File: src/rtl/matmul_pkg.sv
// matmul_pkg: shared definitions for the paramul matrix-multiply sequencer.
//   - state_e   : sequencer FSM states (IDLE, RUN, DRAIN, WRITE, DONE)
//   - acc_width : accumulator width derived from the element width
//   - DEF_*_BASE: default BRAM base addresses of A, B and C (row-major)
//   - READ_LAT  : BRAM read latency in cycles (address -> data)
package matmul_pkg;

  typedef enum logic [2:0] {
    ST_IDLE  = 3'd0,
    ST_RUN   = 3'd1,
    ST_DRAIN = 3'd2,
    ST_WRITE = 3'd3,
    ST_DONE  = 3'd4
  } state_e;

  localparam int unsigned READ_LAT   = 32'd1;
  localparam int unsigned DEF_A_BASE = 32'd0;
  localparam int unsigned DEF_B_BASE = 32'd16;
  localparam int unsigned DEF_C_BASE = 32'd32;

  // Full product is 2*DATA_W; four guard bits cover sums of up to 16 terms.
  function automatic int unsigned acc_width(input int unsigned data_w);
    return (32'd2 * data_w) + 32'd4;
  endfunction

endpackage

File: src/rtl/matmul_sequencer_if.sv
// matmul_sequencer_if: handshake and BRAM-port bundle of the matmul sequencer.
//   start/busy/done          : control handshake toward the top-level FSM
//   ra_addr/ra_data          : BRAM read port A (A elements), data 1 cycle late
//   rb_addr/rb_data          : BRAM read port B (B elements), data 1 cycle late
//   w_en/w_addr/w_data       : BRAM write port (C elements)
// Modports: master = sequencer side, slave = BRAM/control side.
interface matmul_sequencer_if
  import matmul_pkg::*;
#(
  parameter int unsigned DATA_W = 32'd32,
  parameter int unsigned ADDR_W = 32'd10
);

  logic              start;
  logic              busy;
  logic              done;
  logic [ADDR_W-1:0] ra_addr;
  logic [ADDR_W-1:0] rb_addr;
  logic [DATA_W-1:0] ra_data;
  logic [DATA_W-1:0] rb_data;
  logic              w_en;
  logic [ADDR_W-1:0] w_addr;
  logic [DATA_W-1:0] w_data;

  modport master (
    input  start, ra_data, rb_data,
    output busy, done, ra_addr, rb_addr, w_en, w_addr, w_data
  );

  modport slave (
    output start, ra_data, rb_data,
    input  busy, done, ra_addr, rb_addr, w_en, w_addr, w_data
  );

endinterface

File: src/rtl/matmul_acc.sv
// matmul_acc: signed multiply-accumulate unit of the matmul sequencer.
//   clk, reset   : clock, synchronous active-high reset (clears acc)
//   mac_vld      : a_in/b_in carry a valid operand pair this cycle
//   mac_first    : this pair is k = 0; its product loads acc directly
//   a_in, b_in   : signed DATA_W operands (BRAM read data)
//   nxt_narrow   : narrow() of the accumulator value being loaded this cycle
// Build option MATMUL_SEQ_SAT_EN: when defined narrow() saturates to the
// signed DATA_W range, otherwise it keeps the low DATA_W bits (wrap).
module matmul_acc
  import matmul_pkg::*;
#(
  parameter int unsigned DATA_W = 32'd32,
  parameter int unsigned ACC_W  = acc_width(DATA_W)
) (
  input  logic                     clk,
  input  logic                     reset,
  input  logic                     mac_vld,
  input  logic                     mac_first,
  input  logic signed [DATA_W-1:0] a_in,
  input  logic signed [DATA_W-1:0] b_in,
  output logic        [DATA_W-1:0] nxt_narrow
);

`ifdef MATMUL_SEQ_SAT_EN
  localparam logic signed [ACC_W-1:0] SAT_MAX =
    {{(ACC_W-DATA_W+1){1'b0}}, {(DATA_W-1){1'b1}}};
  localparam logic signed [ACC_W-1:0] SAT_MIN =
    {{(ACC_W-DATA_W+1){1'b1}}, {(DATA_W-1){1'b0}}};
`endif

  logic signed [2*DATA_W-1:0] prod_s;
  logic signed [ACC_W-1:0]    prod_ext_s;
  logic signed [ACC_W-1:0]    acc_d;
  logic signed [ACC_W-1:0]    acc_q;

  function automatic logic [DATA_W-1:0] narrow(input logic signed [ACC_W-1:0] v);
`ifdef MATMUL_SEQ_SAT_EN
    logic [DATA_W-1:0] r;
    if (v > SAT_MAX) begin
      r = SAT_MAX[DATA_W-1:0];
    end else if (v < SAT_MIN) begin
      r = SAT_MIN[DATA_W-1:0];
    end else begin
      r = DATA_W'(v);
    end
    return r;
`else
    return DATA_W'(v);
`endif
  endfunction

  // Product, accumulator next value and its narrowed form.
  always_comb begin
    prod_s     = a_in * b_in;
    prod_ext_s = ACC_W'(prod_s);
    if (mac_vld) begin
      if (mac_first) begin
        acc_d = prod_ext_s;
      end else begin
        acc_d = acc_q + prod_ext_s;
      end
    end else begin
      acc_d = acc_q;
    end
    nxt_narrow = narrow(acc_d);
  end

  // Accumulator register.
  always_ff @(posedge clk) begin
    if (reset) begin
      acc_q <= {ACC_W{1'b0}};
    end else begin
      acc_q <= acc_d;
    end
  end

endmodule

File: src/rtl/matmul_sequencer.sv
// matmul_sequencer: computes C = A x B for N x N signed matrices held in BRAM.
//   clk   : single clock, rising edge
//   reset : synchronous, active-high
//   bus   : matmul_sequencer_if.master (start/busy/done, read ports A/B,
//           write port for C)
// Each C element takes N RUN cycles (addresses issued), one DRAIN cycle (last
// product lands) and one WRITE cycle. All outputs are registered and are
// computed from the next state so they line up with the state they belong to.
// Build option MATMUL_SEQ_SAT_EN selects saturating narrowing (see matmul_acc).
module matmul_sequencer
  import matmul_pkg::*;
#(
  parameter int unsigned N      = 32'd3,
  parameter int unsigned DATA_W = 32'd32,
  parameter int unsigned ADDR_W = 32'd10,
  parameter int unsigned A_BASE = DEF_A_BASE,
  parameter int unsigned B_BASE = DEF_B_BASE,
  parameter int unsigned C_BASE = DEF_C_BASE
) (
  input  logic                clk,
  input  logic                reset,
  matmul_sequencer_if.master  bus
);

  localparam int unsigned      IDX_W    = (N > 32'd1) ? $clog2(N) : 32'd1;
  localparam int unsigned      ACC_W    = acc_width(DATA_W);
  localparam logic [IDX_W-1:0] IDX_LAST = IDX_W'(N - 32'd1);
  localparam logic [IDX_W-1:0] IDX_ZERO = {IDX_W{1'b0}};

  state_e              state_q, state_d;
  logic [IDX_W-1:0]    i_q, i_d;
  logic [IDX_W-1:0]    j_q, j_d;
  logic [IDX_W-1:0]    k_q, k_d;
  logic [READ_LAT-1:0] vld_pipe_q, vld_pipe_d;
  logic [READ_LAT-1:0] first_pipe_q, first_pipe_d;
  logic                busy_q, busy_d;
  logic                done_q, done_d;
  logic                w_en_q, w_en_d;
  logic [ADDR_W-1:0]   ra_addr_q, ra_addr_d;
  logic [ADDR_W-1:0]   rb_addr_q, rb_addr_d;
  logic [ADDR_W-1:0]   w_addr_q, w_addr_d;
  logic [DATA_W-1:0]   w_data_q, w_data_d;
  logic [DATA_W-1:0]   acc_narrow_s;

  // Row-major element address, wrapping modulo 2^ADDR_W.
  function automatic logic [ADDR_W-1:0] lin_addr(input int unsigned base,
                                                  input logic [IDX_W-1:0] row,
                                                  input logic [IDX_W-1:0] col);
    int unsigned sum;
    sum = base + (32'(row) * N) + 32'(col);
    return ADDR_W'(sum);
  endfunction

  matmul_acc #(
    .DATA_W (DATA_W),
    .ACC_W  (ACC_W)
  ) u_acc (
    .clk        (clk),
    .reset      (reset),
    .mac_vld    (vld_pipe_q[READ_LAT-1]),
    .mac_first  (first_pipe_q[READ_LAT-1]),
    .a_in       (bus.ra_data),
    .b_in       (bus.rb_data),
    .nxt_narrow (acc_narrow_s)
  );

  // Next state and index counters.
  always_comb begin
    state_d = state_q;
    i_d     = i_q;
    j_d     = j_q;
    k_d     = k_q;
    case (state_q)
      ST_IDLE: begin
        if (bus.start) begin
          state_d = ST_RUN;
          i_d     = IDX_ZERO;
          j_d     = IDX_ZERO;
          k_d     = IDX_ZERO;
        end else begin
          state_d = ST_IDLE;
        end
      end
      ST_RUN: begin
        if (k_q == IDX_LAST) begin
          state_d = ST_DRAIN;
        end else begin
          k_d = k_q + {{(IDX_W-1){1'b0}}, 1'b1};
        end
      end
      ST_DRAIN: begin
        state_d = ST_WRITE;
      end
      ST_WRITE: begin
        if (j_q != IDX_LAST) begin
          j_d     = j_q + {{(IDX_W-1){1'b0}}, 1'b1};
          k_d     = IDX_ZERO;
          state_d = ST_RUN;
        end else if (i_q != IDX_LAST) begin
          i_d     = i_q + {{(IDX_W-1){1'b0}}, 1'b1};
          j_d     = IDX_ZERO;
          k_d     = IDX_ZERO;
          state_d = ST_RUN;
        end else begin
          state_d = ST_DONE;
        end
      end
      ST_DONE: begin
        state_d = ST_IDLE;
      end
      default: begin
        state_d = ST_IDLE;
      end
    endcase
  end

  // Read-data valid tracking: a RUN cycle's operands arrive READ_LAT cycles later.
  always_comb begin
    vld_pipe_d      = vld_pipe_q;
    first_pipe_d    = first_pipe_q;
    vld_pipe_d[0]   = (state_q == ST_RUN);
    first_pipe_d[0] = (state_q == ST_RUN) && (k_q == IDX_ZERO);
    for (int p = 1; p < READ_LAT; p++) begin
      vld_pipe_d[p]   = vld_pipe_q[p-1];
      first_pipe_d[p] = first_pipe_q[p-1];
    end
  end

  // Output next values, decoded from the state being entered.
  always_comb begin
    busy_d    = (state_d != ST_IDLE);
    done_d    = (state_d == ST_DONE);
    w_en_d    = (state_d == ST_WRITE);
    ra_addr_d = ra_addr_q;
    rb_addr_d = rb_addr_q;
    w_addr_d  = w_addr_q;
    w_data_d  = w_data_q;
    if (state_d == ST_RUN) begin
      ra_addr_d = lin_addr(A_BASE, i_d, k_d);
      rb_addr_d = lin_addr(B_BASE, k_d, j_d);
    end else begin
      ra_addr_d = ra_addr_q;
      rb_addr_d = rb_addr_q;
    end
    // Entering WRITE from DRAIN: the last product is being added this cycle,
    // so the narrowed next accumulator value is the finished element.
    if (state_d == ST_WRITE) begin
      w_addr_d = lin_addr(C_BASE, i_q, j_q);
      w_data_d = acc_narrow_s;
    end else begin
      w_addr_d = w_addr_q;
      w_data_d = w_data_q;
    end
  end

  // State, index and output registers.
  always_ff @(posedge clk) begin
    if (reset) begin
      state_q      <= ST_IDLE;
      i_q          <= IDX_ZERO;
      j_q          <= IDX_ZERO;
      k_q          <= IDX_ZERO;
      vld_pipe_q   <= {READ_LAT{1'b0}};
      first_pipe_q <= {READ_LAT{1'b0}};
      busy_q       <= 1'b0;
      done_q       <= 1'b0;
      w_en_q       <= 1'b0;
      ra_addr_q    <= {ADDR_W{1'b0}};
      rb_addr_q    <= {ADDR_W{1'b0}};
      w_addr_q     <= {ADDR_W{1'b0}};
      w_data_q     <= {DATA_W{1'b0}};
    end else begin
      state_q      <= state_d;
      i_q          <= i_d;
      j_q          <= j_d;
      k_q          <= k_d;
      vld_pipe_q   <= vld_pipe_d;
      first_pipe_q <= first_pipe_d;
      busy_q       <= busy_d;
      done_q       <= done_d;
      w_en_q       <= w_en_d;
      ra_addr_q    <= ra_addr_d;
      rb_addr_q    <= rb_addr_d;
      w_addr_q     <= w_addr_d;
      w_data_q     <= w_data_d;
    end
  end

  assign bus.busy    = busy_q;
  assign bus.done    = done_q;
  assign bus.w_en    = w_en_q;
  assign bus.ra_addr = ra_addr_q;
  assign bus.rb_addr = rb_addr_q;
  assign bus.w_addr  = w_addr_q;
  assign bus.w_data  = w_data_q;

endmodule

File: src/flat_wrapper.sv
// flat-port wrapper written by rule: the top's interface ports become plain ports
module matmul_sequencer_flat import matmul_pkg::*;
#(
  parameter int unsigned N      = 32'd3,
  parameter int unsigned DATA_W = 32'd32,
  parameter int unsigned ADDR_W = 32'd10,
  parameter int unsigned A_BASE = DEF_A_BASE,
  parameter int unsigned B_BASE = DEF_B_BASE,
  parameter int unsigned C_BASE = DEF_C_BASE
)
  (clk, reset, bus_start, bus_ra_data, bus_rb_data, bus_busy, bus_done, bus_ra_addr, bus_rb_addr, bus_w_en, bus_w_addr, bus_w_data);
  matmul_sequencer_if #(.DATA_W(DATA_W), .ADDR_W(ADDR_W)) bus_i ();
  input  logic clk;
  input  logic reset;
  input wire logic [$bits(bus_i.start)-1:0] bus_start;
  input wire logic [$bits(bus_i.ra_data)-1:0] bus_ra_data;
  input wire logic [$bits(bus_i.rb_data)-1:0] bus_rb_data;
  output wire logic [$bits(bus_i.busy)-1:0] bus_busy;
  output wire logic [$bits(bus_i.done)-1:0] bus_done;
  output wire logic [$bits(bus_i.ra_addr)-1:0] bus_ra_addr;
  output wire logic [$bits(bus_i.rb_addr)-1:0] bus_rb_addr;
  output wire logic [$bits(bus_i.w_en)-1:0] bus_w_en;
  output wire logic [$bits(bus_i.w_addr)-1:0] bus_w_addr;
  output wire logic [$bits(bus_i.w_data)-1:0] bus_w_data;
  assign bus_i.start = bus_start;
  assign bus_i.ra_data = bus_ra_data;
  assign bus_i.rb_data = bus_rb_data;
  assign bus_busy = bus_i.busy;
  assign bus_done = bus_i.done;
  assign bus_ra_addr = bus_i.ra_addr;
  assign bus_rb_addr = bus_i.rb_addr;
  assign bus_w_en = bus_i.w_en;
  assign bus_w_addr = bus_i.w_addr;
  assign bus_w_data = bus_i.w_data;
  matmul_sequencer #(.N(N), .DATA_W(DATA_W), .ADDR_W(ADDR_W), .A_BASE(A_BASE), .B_BASE(B_BASE), .C_BASE(C_BASE)) u_core (.clk(clk), .reset(reset), .bus(bus_i));
endmodule
File: config.mk
export PLATFORM = sky130hd
export DESIGN_NAME = matmul_sequencer_flat
export DESIGN_NICKNAME = d
export VERILOG_FILES = /design/src/rtl/matmul_pkg.sv /design/src/rtl/matmul_sequencer_if.sv /design/src/rtl/matmul_acc.sv /design/src/rtl/matmul_sequencer.sv /design/src/flat_wrapper.sv
export SDC_FILE = /design/constraint.sdc
export NUM_CORES = 1
export LEC_CHECK = 0
export ABC_CLOCK_PERIOD_IN_PS = 15830
export CELL_PAD_IN_SITES_DETAIL_PLACEMENT = 0
export CELL_PAD_IN_SITES_GLOBAL_PLACEMENT = 1
export CORE_MARGIN = 2
export CORE_UTILIZATION = 48
export CTS_CLUSTER_DIAMETER = 80
export CTS_CLUSTER_SIZE = 16
export DETAILED_ROUTE_END_ITERATION = 8
export MAX_ROUTING_LAYER = met4
export PLACE_DENSITY = 0.87
export SLEW_MARGIN = 10
export SYNTH_ARGS = -nofsm -noshare
export SYNTH_HDL_FRONTEND = slang
export SYNTH_HIERARCHICAL = 1
export SYNTH_SLANG_ARGS = --single-unit
export TNS_END_PERCENT = 1
File: constraint.sdc
create_clock -name clk -period 15.83 [get_ports clk]
set_input_delay 4.749 -clock clk [delete_from_list [all_inputs] [get_ports clk]]
set_output_delay 4.749 -clock clk [all_outputs]
set_load 0.05 [all_outputs]
# --- Word level (Yosys, flattened, before mapping) ---
# Cells that the tools add are included.
classes:
  n_eq_ne: 9
  n_addsub: 9
  reduce_logical: 4
  multipliers: 4
  muxes: 20
op_table:
  columns: ["op", "n"]
  rows:
  - ["$add A68 B64 Y68", 1]
  - ["$mux W68", 1]
  - ["$mul A32 B32 Y64", 1]
  - ["$mux W32", 1]
  - ["$add A10 B2 Y10", 2]
  - ["$mux W2", 10]
  - ["$mul A2 B2 Y4 const B", 3]
  - ["$pmux W3 S4", 1]
  - ["$eq A3 B2 Y1 const B", 3]
  - ["$mux W3", 3]
  - ["$pmux W2 S2", 2]
  - ["$add A6 B4 Y7 const A", 1]
  - ["$add A2 B1 Y2 const B", 3]
  - ["$add A5 B4 Y6 const A", 1]
  - ["$eq A3 B1 Y1 const B", 2]
  - ["$pmux W2 S3", 1]
  - ["$add A4 B2 Y5", 1]
  - ["$ne A2 B2 Y1 const B", 2]
  - ["$eq A3 B3 Y1 const B", 1]
  - ["$logic_not A3 Y1", 1]
  - ["$reduce_bool A3 Y1", 1]
  - ["$eq A2 B2 Y1 const B", 1]
  - ["$logic_not A2 Y1", 1]
  - ["$logic_and A1 B1 Y1", 1]
  - ["$mux W1", 1]
totals:
  register_bits: 144
  out_inout_bits: 65

# --- Longest topological paths before layout ---
# Gate-level depths: netlist (run 1).
logic_depth:
  ltp_word: 7
  depth_mapped: 39
  depth_no_buf: 37

# --- By module ---
# The synthesis (run 1) kept the hierarchy.
modules_own_cells:
  columns: ["module", "n_inst", "area_each_um2", "cells_each"]
  rows:
  - ["matmul_acc", 1, 19981.7, 2329]
  - ["matmul_sequencer", 1, 2665.1, 312]

# --- Worst setup path after synthesis (run 1) ---
# OpenSTA, ideal clock, no wires.
synth_timing:
  path_kind: "input to register"
  start: "input bus_rb_data[4]"
  end: "register u_core.w_data_q[31] (netlist: u_core/bus.w_data[31])"
  setup_ns: 0.132
  setup_slack_ns: 2.495
  cell_stages: 38
  n_path_buf: 2
  arrival_ns: 13.202
  path_cell_list: "buf_2 -> clkbuf_1 -> and2_1 -> fa_1 -> inv_1 -> fa_1 -> inv_1 -> fa_1 -> inv_1 -> fa_1 -> inv_1 -> ha_1 -> ha_1 -> fa_1 -> inv_1 -> fa_1 -> inv_1 -> ha_1 -> [... 2 more ...] -> o21a_1 -> a311oi_2 -> o21ai_1 -> o31ai_1 -> xnor2_1 -> inv_1 -> ha_1 -> a21oi_1 -> o21bai_1 -> a21o_1 -> a21o_1 -> a21oi_1 -> o221ai_2 -> a21oi_1 -> mux4_2 -> or2_1 -> nand2_1 -> a21oi_1"
synth_between:
  elab_chain_len: 4
synth_lines:
  columns: ["item", "line_no", "rtl"]
  rows:
  - ["start: declaration", "flat_wrapper.sv:17", "input wire logic [$bits(bus_i.rb_data)-1:0] bus_rb_data;"]
  - ["$mul A32 B32 Y64 (*)", "matmul_acc.sv:54", "prod_s = a_in * b_in;"]
  - ["$add A68 B64 Y68", "matmul_acc.sv:60", "acc_d = acc_q + prod_ext_s;"]
  - ["$mux W68 (*)", "matmul_acc.sv:57", "if (mac_first) begin"]
  - ["$mux W32 (*)", "matmul_acc.sv:56", "if (mac_vld) begin"]
  - ["net u_core.acc_narrow_s[31]", "matmul_sequencer.sv:43", "logic [DATA_W-1:0] acc_narrow_s;"]
  - ["end signal: assignment", "matmul_sequencer.sv:171", "w_data_q <= {DATA_W{1'b0}};"]
  - ["end signal: assignment", "matmul_sequencer.sv:185", "w_data_q <= w_data_d;"]
  - ["end: declaration", "matmul_sequencer.sv:42", "logic [DATA_W-1:0] w_data_q, w_data_d;"]
# The timed path passes the listed nets; every way through them passes the cells marked *.
# A chain may end at the register's enable or synchronous reset.

# --- Final worst setup path (run 1) ---
layout_timing:
  start: "input bus_rb_data[7]"
  end: "register u_core.w_data_q[31] (netlist: u_core/bus.w_data[31])"
# Same word-level chain as after synthesis.

==> results.md, run 1 <==
- Run status: complete, no violations
- Rows: 79
- Placed Area: ~0.024 sq mm
- Finished Cell Area: roughly 0.024 sq mm
- Global-route usage over all layers: 25.75%
- Post-synth EDFFs: 0
- Drt wl/cell: 17.70 um
- Final worst path period share: between 90 and 100%
- RSZ-0062 raised after global routing: false
- Max incr delay on CP: ~0.94 ns
- Fmax: 0.06852 GHz
- CP Launch Type: input pin
- CTS resizes: 0
- Worst slew margin: between 30% and 40%
- Die Width: approximately 220 um
- Yosys reg bits: 92
- R2r startpoint: u_core/u_acc/acc_q[0]
- Register area: between 0.0015 and 0.002 sq mm
- Die height: 221.2 um
- Yosys warns: 6
- Core ar.: around 0.047 sq mm
- H-Tree Depth: 3
- Place WS: ~0.95 ns
- Measured slew at the worst slew-check pin: between 1 and 1.5 ns
- Slowest cell on crit path: clkdlybuf4s50_1
- Critical Path Fanout Max: 25
- Vias in the first global route: approximately 19000
- Detail Route Antenna Nets: 0
- Mean Syn Cell Area: around 8.6 sq um
- Vias per cell: about 5.3
- Fin crit period: 14.59 ns
- Clock Skews: ~0.0072 ns
- Final Max Slew Viols: 0
- Clock buffer depth: 2
- # hold bufs at CTS: 0
- Hold_sp: u_core/bus.rb_addr[4]
- Clk slew on worst S/H paths: 0.07 ns
- Post-synth ARST share: 0%
- Max Cap Violations: 0
- # nets final: about 3300
- Drt initial violations: roughly 1100
- # DRC: 0
- Mapped cell area: 0.02265 sq mm
- Most used flip-flop cell after synthesis: dfxtp_1
- First-pass GRT wire length: roughly 100 mm
- Sequential-to-total area share from yosys stat: about 8.1%
- Yosys cell types: 88
- Hold/Removal Path Class: flop to flop
- CTS tree: built
- Worst path required time: between 15 and 20 ns
- Ports: ~130
- Initial antenna violation count: 1
- Kind of critical path: input pin to flop
- Layout cells sized above 1: approximately 3.2%
- Fill count: 4405
- Root Buffer: clkbuf_16
- Gpl congestion: just over 0.9
- CP Data Arrival Time: roughly 15 ns
- Wirelength, routed: between 50 and 60 mm
- Final Hold Viols: 0
- Setup ws final: around 1.2 ns
- First drt pass iteration count: 7
- CTS buffer count: 9
- CP Launch Point: bus_rb_data[7]
- Die ar.: around 0.049 sq mm
- Congestion Overflow GR: 0
- Area grow syn2layout: 8.000%
- Clock Latency Late Sink: roughly 0.34 ns
- Critical path endpoint category: flop
- Multi-input logic area: ~0.018 sq mm
- Gate Count Post-Synth: between 2000 and 3000
- Largest net degree at the start of global routing: 76
- Dpl hpwl: 47.69 mm
- Cell mode on critical path: fa_1
- Post CTS Setup Buffer Count: 0
- Setup TNS: 0 ns
- Num Clock Sinks: a little over 90
- Via count: about 17000
- Initial Utilization: 48.64%
- Utilization after layout: 52.54%
- Setup violators final: 0
- Port Buffer Count: approximately 120
## critical path, delay by kind of cell
| family | cells | cell delay (ns) |
|---|---|---|
| buffers and inverters | 5 | 1.18 |
| XOR/XNOR | 1 | 0.24 |
| AO/OA/AOI/OAI | 12 | 2.37 |
| multiplexers | 1 | 0.54 |
| AND/OR/NAND/NOR | 4 | 1.00 |
| adder cells (fa/ha/maj) | 10 | 4.69 |
## flip-flops by register name (all words and copies together), names as in the netlist
| register | flops |
|---|---|
| u_core/bus.w_data | 32 |
| u_core/u_acc/acc_q | 32 |
| u_core/bus.rb_addr | 5 |
| u_core/bus.w_addr | 5 |
| u_core/bus.ra_addr | 4 |
| u_core/state_q | 3 |
| u_core/i_q | 2 |
| u_core/j_q | 2 |
| u_core/k_q | 2 |
| u_core/bus.busy | 1 |
| u_core/bus.done | 1 |
| u_core/bus.w_en | 1 |
| u_core/first_pipe_q | 1 |
| u_core/vld_pipe_q | 1 |
## per-layer routing
layer	GRT usage, %	vias to the layer above	share of wire (%)
li1	-	8030	-
met1	36.12	8703	46
met2	40.72	525	47
met3	3.067	60	5.6
met4	4.590	0	1.5
met5	-	-	0
## final cells by class
cell class,count,share of cell area (%)
antenna,2,0.02046
inverter,547,8.395
clock buffer,11,0.9515
clock inverter,5,0.1535
sequential,92,7.535
tap,607,3.105
timing repair buffer,144,5.576
multi-input combinational,1876,74.26
## per-stage QoR
step / std cells / hold WS, ns
after detailed placement: 3266 / 0.4393
after global placement: 3266 / 0.4382
after global routing: 3283 / 0.4730
final: 3284 / 0.4509
after CTS: 3282 / 0.4526
after floorplan: 2656 / 0.4675
## synthesized netlist by cell type, drive strengths merged, types with 5 or more instances
library cell	instances	share of area, %
nand2b	7	0.19
nor2	72	1.3
o21ai	37	0.92
o211ai	7	0.23
buf	38	1.1
nand2	330	5.5
nor2b	7	0.19
inv	546	9.0
a2111oi	5	0.28
or2	5	0.15
ha	195	11
dfxtp	92	8.1
xnor2	78	3.0
xor2	23	0.89
and3	12	0.34
a211oi	24	0.91
fa	413	37
or3	8	0.22
a22oi	5	0.17
clkbuf	103	1.7
and2	338	9.3
a21oi	112	2.5
nor3	19	0.47
nand4	5	0.14
o21a	16	0.53
mux2i	14	0.62
a31oi	10	0.34
a21o	25	0.83
o21bai	10	0.33
nand3	17	0.45
## cell usage in the layout (no fill, tap or decap), types with 9 or more instances in the layout
| master | n |
|---|---|
| buf_4 | 29 |
| clkdlybuf4s50_1 | 114 |
| a21oi_1 | 110 |
| fa_1 | 413 |
| nor2_1 | 69 |
| xor2_1 | 23 |
| ha_1 | 195 |
| dfxtp_1 | 91 |
| a211oi_1 | 19 |
| clkbuf_16 | 9 |
| o21ai_0 | 25 |
| inv_1 | 546 |
| conb_1 | 16 |
| nand3_1 | 15 |
| a21o_1 | 24 |
| o21a_1 | 16 |
| mux2i_1 | 14 |
| nand2_1 | 329 |
| and2_1 | 338 |
| and3_1 | 11 |
| xnor2_1 | 78 |
| a31oi_1 | 9 |
| o21bai_1 | 10 |
| nor3_1 | 18 |
## path summary, 6_finish.rpt
path | endpoint | slack [ns] | depth (start not counted)
worst min register to register | u_core/bus.rb_addr[4] | 0.45 | 2
worst max register to register | u_core/bus.w_data[24] | 12.56 | 13
worst max-delay path | u_core/bus.w_data[31] | 1.24 | 33
worst min-delay path | u_core/bus.rb_addr[4] | 0.45 | 2
## kinds of logic after synthesis
group | share of synthesized area [%]
other | 0.01656
AO/OA/AOI/OAI | 8.636
multiplexers | 0.8674
adder cells (fa/ha/maj) | 47.28
XOR/XNOR | 4.006
AND/OR/NAND/NOR | 19.14
flip-flops | 8.133
buffers and inverters | 11.92
Power of run 1 is left out: the tool's default activity adds up to more than one toggle a clock period on the data nets, which glitch-free logic cannot reach.
==> run 2: changes to the inputs <==
MAX_ROUTING_LAYER = not set   (was met4)
==> run 2 against run 1 <==
Final area grew 0.13%. Flip-flop and latch count is the same. Utilization grew 0.070 points. Sequential share of layout area is essentially flat. Final cell count is essentially flat. Wire length shrank 1.3%. Maximum frequency grew 1.3%. First-iteration DRC count shrank 0.18%. Global-route usage shrank 1.2 points. Largest cell class unchanged.
==> results.md, run 2 (synthesis gave the netlist of run 1 again) <==
- CP Data Arrival Time: 14.63 ns (was 14.79 ns)
- # nets final: 3349 (was 3345)
- Critical Path Fanout Max: 26 (was 25)
- Run status: complete, no violations (unchanged)
- Die ar.: 0.04893 sq mm (unchanged)
- Hold/Removal Path Class: flop to flop (unchanged)
- Detail Route Antenna Nets: 0 (unchanged)
- Utilization after layout: 52.61% (was 52.54%)
- H-Tree Depth: 3 (unchanged)
- Clk slew on worst S/H paths: 0.07 ns (about the same)
- Root Buffer: clkbuf_16 (unchanged)
- Rows: 79 (unchanged)
- First drt pass iteration count: 5 (was 7)
- Largest net degree at the start of global routing: 64 (was 76)
- Initial Utilization: 48.64% (unchanged)
- Via count: 17388 (was 17318)
- Setup ws final: 1.430 ns (was 1.237 ns)
- Layout cells sized above 1: 3.397% (was 3.215%)
- R2r startpoint: u_core/u_acc/acc_q[8] (was u_core/u_acc/acc_q[0])
- CTS resizes: 0 (unchanged)
- Final Hold Viols: 0 (unchanged)
- Area grow syn2layout: 8.144% (was 8.000%)
- Final worst path period share: 90.97% (was 92.19%)
- Die Width: 221.2 um (unchanged)
- Dpl hpwl: 47.38 mm (was 47.69 mm)
- Max incr delay on CP: 0.96 ns (was 0.94 ns)
- CP Launch Type: input pin (unchanged)
- Congestion Overflow GR: 0 (unchanged)
- Kind of critical path: input pin to flop (unchanged)
- Setup TNS: 0 ns (unchanged)
- Post CTS Setup Buffer Count: 0 (unchanged)
- Fin crit period: 14.40 ns (was 14.59 ns)
- CTS buffer count: 9 (unchanged)
- Critical path endpoint category: flop (unchanged)
- Max Cap Violations: 0 (unchanged)
- Highest-count cells in the layout ignoring fill and taps: inv_1 (546), fa_1 (413), and2_1 (338) (unchanged)
- Worst slew margin: 30.82% (was 30.12%)
- Clock Skews: 0.006829 ns (was 0.007234 ns)
- Global-route usage over all layers: 24.52% (was 25.75%)
- Non-Filler Instances: 3286 (was 3284)
- Final Max Slew Viols: 0 (unchanged)
- R2R cell count: 12 (was 13)
- Vias per cell: 5.292 (was 5.273)
- FF-to-FF End: u_core/bus.w_data[31] (was u_core/bus.w_data[24])
- # DRC: 0 (unchanged)
- Port Buffer Count: 115 (unchanged)
- Vias in the first global route: 18726 (was 18991)
- Measured slew at the worst slew-check pin: 1.035 ns (was 1.045 ns)
- Leading cell type in the layout, fill and taps excluded: inv_1 (unchanged)
- Hold path endpoint: u_core/bus.rb_addr[4] (unchanged)
- # hold bufs at CTS: 0 (unchanged)
- DP Cell Count: 3270 (was 3266)
- Clock buffer depth: 2 (unchanged)
- Num Clock Sinks: 92 (unchanged)
- Drt initial violations: 1115 (was 1117)
- Initial antenna violation count: 2 (was 1)
- Core ar.: 0.04656 sq mm (unchanged)
- Clock Latency Late Sink: 0.36 ns (was 0.34 ns)
- Gpl congestion: 0.9016 (was 0.9134)
- # diodes: 0 (was 2)
- Place WS: 1.055 ns (was 0.9516 ns)
- CTS tree: built (unchanged)
- First-pass GRT wire length: 97.49 mm (was 99.71 mm)
- Wirelength, routed: 57.35 mm (was 58.12 mm)
- Worst path required time: 16.06 ns (was 16.03 ns)
- Die height: 221.2 um (unchanged)
- WHS Path Cells: 2 (unchanged)
- RSZ-0062 raised after global routing: false (unchanged)
- CP Launch Point: bus_rb_data[6] (was bus_rb_data[7])
- Hold_sp: u_core/bus.rb_addr[4] (unchanged)
- Drt wl/cell: 17.45 um (was 17.70 um)
- Ports: 132 (unchanged)
- FF-to-FF setup slack: 12.66 ns (was 12.56 ns)
- Fmax: 0.06944 GHz (was 0.06852 GHz)
- Slowest cell on crit path: clkdlybuf4s50_1 (unchanged)
- Setup violators final: 0 (unchanged)
-- run 2: changes by cell type in the layout (fill, tap and decap cells not counted), sizes merged --
cell,change
diode,-2
clkinvlp,-1
buf,+4
inv,+1
-- run 2: cell type report --
class / count / area, sq um
clock buffers: 11 / 242.7
clock inverters: 5 / 35.03
fillers: 4346 / 22060
inverters: 547 / 2053
multi-input cells: 1876 / 18160
flip-flops and latches: 92 / 1843
well taps: 607 / 759.5
repair buffers: 148 / 1394
-- run 2: worst max-delay path: cells and delay by family --
family,cells,cell delay [ns]
buf+inv,7,1.36
simple gates,4,0.84
compound gates,13,2.35
mux,1,0.54
fa+ha+maj,10,4.55
xor+xnor,1,0.24
-- run 2: worst max-delay path by stage --
| stage | endpoint | slack [ns] | cells past startpoint |
|---|---|---|---|
| finish | u_core/bus.w_data[31] | 1.43 | 36 |
| global route | u_core/bus.w_data[31] | 0.65 | 36 |
| CTS | u_core/bus.w_data[31] | 1.40 | 35 |
| detailed placement | u_core/bus.w_data[31] | 1.05 | 35 |
| global placement | u_core/bus.w_data[31] | 1.22 | 35 |
| floorplan | u_core/bus.w_data[31] | 2.50 | 38 |
-- run 2: layer usage --
metal | vias to the layer above | share of wire, % | GRT usage (%)
li1 | 8053 | - | -
met1 | 8706 | 45 | 34.67
met2 | 567 | 47 | 39.81
met3 | 58 | 6.7 | 3.665
met4 | 4 | 1.7 | 5.607
met5 | - | 0.058 | 0
-- run 2: stage by stage --
stage	area, sq um	hold WS [ns]
after global placement	24210	0.4367
after CTS	24490	0.4519
after floorplan	22700	0.4675
after detailed placement	24210	0.4388
final	24490	0.4495
after global routing	24490	0.4755
Power of run 2 is left out for the same reason.
